## src/rtl/cuasi_operand_loader.sv

```systemverilog
// Operand loader for the 4-bit quasi-ALU: collects opcode, A and B from a nibble stream and
// presents {sel, a, b} with valid/ready. Optional opcode range check via CUASI_OPCODE_CHECK_EN.
module cuasi_operand_loader #(
  parameter int DATA_W = 4,
  parameter int SEL_W  = 4,
  parameter int OP_MAX = 1,
  parameter int CNT_W  = 8
) (
  input  logic              clk,
  input  logic              rst_n,
  input  logic [DATA_W-1:0] in_data,
  input  logic              in_valid,
  output logic              in_ready,
  input  logic              flush,
  output logic [DATA_W-1:0] a,
  output logic [DATA_W-1:0] b,
  output logic [SEL_W-1:0]  sel,
  output logic              out_valid,
  input  logic              out_ready,
  output logic              busy,
  output logic              err,
  output logic [CNT_W-1:0]  txn_cnt
);

  typedef enum logic [1:0] {
    IDLE    = 2'd0,
    GET_A   = 2'd1,
    GET_B   = 2'd2,
    PRESENT = 2'd3
  } state_e;

  state_e              state_q, state_d;
  logic [DATA_W-1:0]   op_q, op_d;
  logic [DATA_W-1:0]   a_tmp_q, a_tmp_d;
  logic [DATA_W-1:0]   a_q, a_d;
  logic [DATA_W-1:0]   b_q, b_d;
  logic [SEL_W-1:0]    sel_q, sel_d;
  logic                out_valid_q, out_valid_d;
  logic [CNT_W-1:0]    txn_cnt_q, txn_cnt_d;
  logic                in_xfer;
  logic                op_legal;
  logic [SEL_W+DATA_W-1:0] op_ext;

`ifdef CUASI_OPCODE_CHECK_EN
  localparam logic [DATA_W-1:0] OP_MAX_V = DATA_W'(OP_MAX);
  logic err_q, err_d;
  assign op_legal = (in_data <= OP_MAX_V);
  assign err      = err_q;
`else
  assign op_legal = 1'b1;
  assign err      = 1'b0;
`endif

  assign in_ready  = rst_n && (state_q != PRESENT);
  assign in_xfer   = in_valid && in_ready;
  assign busy      = (state_q != IDLE);
  assign a         = a_q;
  assign b         = b_q;
  assign sel       = sel_q;
  assign out_valid = out_valid_q;
  assign txn_cnt   = txn_cnt_q;

  // Zero-extend first, then keep the low SEL_W bits: covers both SEL_W >= DATA_W and SEL_W < DATA_W.
  assign op_ext = {{SEL_W{1'b0}}, op_q};

  always_comb begin
    // NOTE: every _d is given its hold value first so no path through the case leaves it unassigned (no latches).
    state_d     = state_q;
    op_d        = op_q;
    a_tmp_d     = a_tmp_q;
    a_d         = a_q;
    b_d         = b_q;
    sel_d       = sel_q;
    out_valid_d = out_valid_q;
    txn_cnt_d   = txn_cnt_q;
`ifdef CUASI_OPCODE_CHECK_EN
    err_d       = 1'b0;
`endif

    if (flush) begin
      state_d     = IDLE;
      out_valid_d = 1'b0;
    end else begin
      unique case (state_q)
        IDLE: begin
          if (in_xfer) begin
            if (op_legal) begin
              op_d    = in_data;
              state_d = GET_A;
            end else begin
`ifdef CUASI_OPCODE_CHECK_EN
              err_d = 1'b1;
`endif
            end
          end
        end
        GET_A: begin
          if (in_xfer) begin
            a_tmp_d = in_data;
            state_d = GET_B;
          end
        end
        GET_B: begin
          if (in_xfer) begin
            sel_d       = op_ext[SEL_W-1:0];
            a_d         = a_tmp_q;
            b_d         = in_data;
            out_valid_d = 1'b1;
            state_d     = PRESENT;
          end
        end
        PRESENT: begin
          if (out_valid_q && out_ready) begin
            out_valid_d = 1'b0;
            txn_cnt_d   = txn_cnt_q + CNT_W'(1);
            state_d     = IDLE;
          end
        end
        default: state_d = IDLE;
      endcase
    end
  end

  always_ff @(posedge clk) begin
    // NOTE: sequential state uses non-blocking assignments so every flop samples pre-edge values.
    if (!rst_n) begin
      state_q     <= IDLE;
      op_q        <= '0;
      a_tmp_q     <= '0;
      a_q         <= '0;
      b_q         <= '0;
      sel_q       <= '0;
      out_valid_q <= 1'b0;
      txn_cnt_q   <= '0;
`ifdef CUASI_OPCODE_CHECK_EN
      err_q       <= 1'b0;
`endif
    end else begin
      state_q     <= state_d;
      op_q        <= op_d;
      a_tmp_q     <= a_tmp_d;
      a_q         <= a_d;
      b_q         <= b_d;
      sel_q       <= sel_d;
      out_valid_q <= out_valid_d;
      txn_cnt_q   <= txn_cnt_d;
`ifdef CUASI_OPCODE_CHECK_EN
      err_q       <= err_d;
`endif
    end
  end

endmodule

```

## config.mk

```make
export PLATFORM = sky130hd
export DESIGN_NAME = cuasi_operand_loader
export DESIGN_NICKNAME = d
export VERILOG_FILES = /design/src/rtl/cuasi_operand_loader.sv
export SDC_FILE = /design/constraint.sdc
export NUM_CORES = 1
export LEC_CHECK = 0
export CAP_MARGIN = 20
export CORE_UTILIZATION = 25
export CTS_CLUSTER_SIZE = 16
export DETAILED_ROUTE_END_ITERATION = 10
export PLACE_DENSITY_LB_ADDON = 0.12
export SLEW_MARGIN = 20
export SYNTH_ARGS = -nofsm -noshare
export SYNTH_HDL_FRONTEND = slang
export SYNTH_SLANG_ARGS = --single-unit
```

## constraint.sdc

```tcl
create_clock -name clk -period 3 [get_ports clk]
set_input_delay 0.9 -clock clk [delete_from_list [all_inputs] [get_ports clk]]
set_output_delay 0.9 -clock clk [all_outputs]
set_load 0.05 [all_outputs]
```

==> out/metrics.cfg <==
[sta]
finalHoldViolCount=0
setup_tns_ps=0
slew_viol_final=0
period_share_pct=92.8
fmax_mhz=359
finClkSkew_ps=3.10
holdWs_ps=470
tightest_slew_ps=512
grt_setup_unrepaired=no
fin_crit_ps=2780
slew_headroom_pct=65.7
setup_viol=0

[run]
drv_cap=0

[worst_setup_path]
critPathLaunch=state_q[0]
r2r_start=state_q[1]
crit_top_cell=inv_1
rr_endpoint=txn_cnt[5]
critical_path_required_ps=2100
endpoint=busy
worst_ep_arrival_time_ps=1880
crit_chain=inv_1 -> ha_1 -> inv_1 -> clkdlybuf4s50_1
r2r_cells=4
r2r_setup_slack_ps=1120
end_kind=primary output
critical_path_class=reg2out
critPathLaunchType=register
max_stage_delay_ps=790
crit_fanout=6
cp_slowest_cell=clkdlybuf4s50_1

[logic_synthesis]
yosys_warnings=0
synthDistinctLibCells=36
syn_nets=182
syn_area_um2=1430
avgSynthCellArea_um2=8.48
synth_seq_cells=31
syn_inst=168
seq_area_frac_synth_pct=43.5

[place]
dpl_cell_area_um2=1810
portBuffers=31
dp_hpwl_um=2450
gp_congestion=0.682

[cts]
cts_tree=yes
h-tree-depth=2
hold_buffers=0
cts_max_path_buffers=2
post_cts_resize_count=0
numCtsBuffers=5
root_buffer=clkbuf_8
clk-insertion-delay-late_ps=280
cts_setup_buffers=0
cts.sinks=31
clk_pin_slew_ps=70

[floorplan]
die_w_um=77.5
core_area_um2=5510
start_util_pct=25.9
design.die.area_um2=6010
rows=27
io-pin-count=33
die_h_um=77.5

[power]
cellLeakagePower_nw=0.663
power_density_nw_per_um2=446
peakVddDrop_uv=190
p_total_mw=0.853

[grt]
grt_pass1_wl_um=6090
grt_pass1_vias=1297
grt_usage_pct=13.0
grt_max_degree=28
grt_use_met1_pct=15.6
met2_usage_pct=21.2
gr-total-overflow=0
grt_use_met3_pct=3.18
antenna_found_initial=0
busiest_layer=met2

[route]
drt_first_iter_violations=52
remaining_drc_errors=0
dr.pass1.iters=4
vias_per_cell=4.84
wire_per_inst_um=12.9
routed-via-count=1317
routed_wl_um=3500
ant_nets=0

[finish]
final_common_cell=dfxtp_1
stdcell_area_um2=1910
finish.utilization_pct=34.7
final_cell_mix=31 x dfxtp_1, 30 x clkdlybuf4s50_1, 26 x a21oi_1
final_nets=213
n_antenna_cell=0
drive_above_1_share_pct=9.50
area_growth_pct=34.2

[outcome]
outcome=finished, final reports clean

[worst_hold_path]
min-delay-start=op_q[0]
min_path_type=reg2reg

==> synth_stat cells <==
| cell type | count | area share [%] |
|---|---|---|
| dfxtp_1 | 31 | 44 |
| a21oi_1 | 26 | 9.1 |
| o21ai_0 | 24 | 8.4 |
| nand3_1 | 17 | 6.0 |
| inv_1 | 9 | 2.4 |
| nand2_1 | 6 | 1.6 |
| clkbuf_1 | 5 | 1.3 |
| ha_1 | 5 | 4.4 |
| mux2i_1 | 4 | 2.8 |
| nand3b_1 | 4 | 2.1 |
| o31ai_1 | 4 | 2.1 |
| or4_1 | 4 | 2.1 |
| nor2_1 | 3 | 0.79 |
| buf_1 | 2 | 0.53 |
| buf_2 | 2 | 0.70 |
| nor4_1 | 2 | 0.88 |
| a211oi_1 | 1 | 0.53 |
| and2_1 | 1 | 0.44 |
| and3_1 | 1 | 0.44 |
| and3b_2 | 1 | 0.70 |
| and4b_2 | 1 | 0.79 |
| and4bb_2 | 1 | 0.88 |
| buf_4 | 1 | 0.53 |
| buf_6 | 1 | 0.79 |
| clkbuf_2 | 1 | 0.35 |
| conb_1 | 1 | 0.26 |
| inv_2 | 1 | 0.26 |
| nand2b_1 | 1 | 0.44 |
| nand4_1 | 1 | 0.44 |
| nand4b_1 | 1 | 0.61 |
| nand4b_2 | 1 | 1.1 |
| nand4bb_1 | 1 | 0.79 |
| nor2b_1 | 1 | 0.44 |
| nor3_1 | 1 | 0.35 |
| or3_2 | 1 | 0.53 |
| xor2_1 | 1 | 0.61 |
==> worst min path at each step <==
stage / end / slack (ps) / cells after the start
floorplan: a[0] / 440 / 2
finish: sel[0] / 470 / 2
global placement: txn_cnt[7] / 460 / 2
CTS: sel[0] / 470 / 2
global route: a_tmp_q[3] / 500 / 2
detailed placement: sel[0] / 460 / 2
==> power by group <==
group,total [mW],leakage (nW),internal [mW],switching [mW]
clock,0.368,0.0515,0.209,0.159
combinational,0.0688,0.362,0.0276,0.0411
sequential,0.417,0.250,0.415,0.00192
==> logic make-up after synthesis <==
kind of cell	count (synthesis)	synth area share, %
buffers and inverters	22	6.85
muxes	4	2.81
AOI/OAI and AO/OA	55	20.2
DFF	31	43.5
xor gates and xnor gates	1	0.615
other	1	0.263
and+or+nand+nor	49	21.3
adders and majority gates	5	4.39
==> flip-flops by register name, indices dropped and copies added, names as in the netlist <==
register   flops
a_tmp_q        4
a              4
op_q           4
b              4
txn_cnt        8
state_q        2
sel            4
out_valid      1
==> stage by stage <==
step	setup slack (ps)	cells
3_5_place_dp	275	264
3_3_place_gp	238	264
6_report	217	272
2_1_floorplan	109	168
4_1_cts	188	272
5_1_grt	123	272
==> final cells by class <==
| class | count | area [um^2] |
|---|---|---|
| Tap cell | 72 | 90.1 |
| Timing Repair Buffer | 36 | 358 |
| Fill cell | 588 | 3590 |
| Clock buffer | 8 | 100 |
| Multi-Input combinational cell | 115 | 707 |
| Sequential cell | 31 | 621 |
| Inverter | 10 | 37.5 |
==> worst max-delay path, delay by kind of cell (launching register included) <==
kind / cells / cell delay, ps
flip-flops: 1 / 380
adder cells (fa/ha/maj): 1 / 270
buffers and inverters: 3 / 950
==> metal layers <==
metal | part of all wire [%] | routed length (um) | vias to the layer above
li1 | - | - | 664
met1 | 47 | 1660 | 619
met2 | 47 | 1640 | 27
met3 | 3.7 | 128 | 7
met4 | 2.1 | 72 | 0
met5 | 0 | 0 | -
No activity file was read; power rests on OpenSTA's default activity.
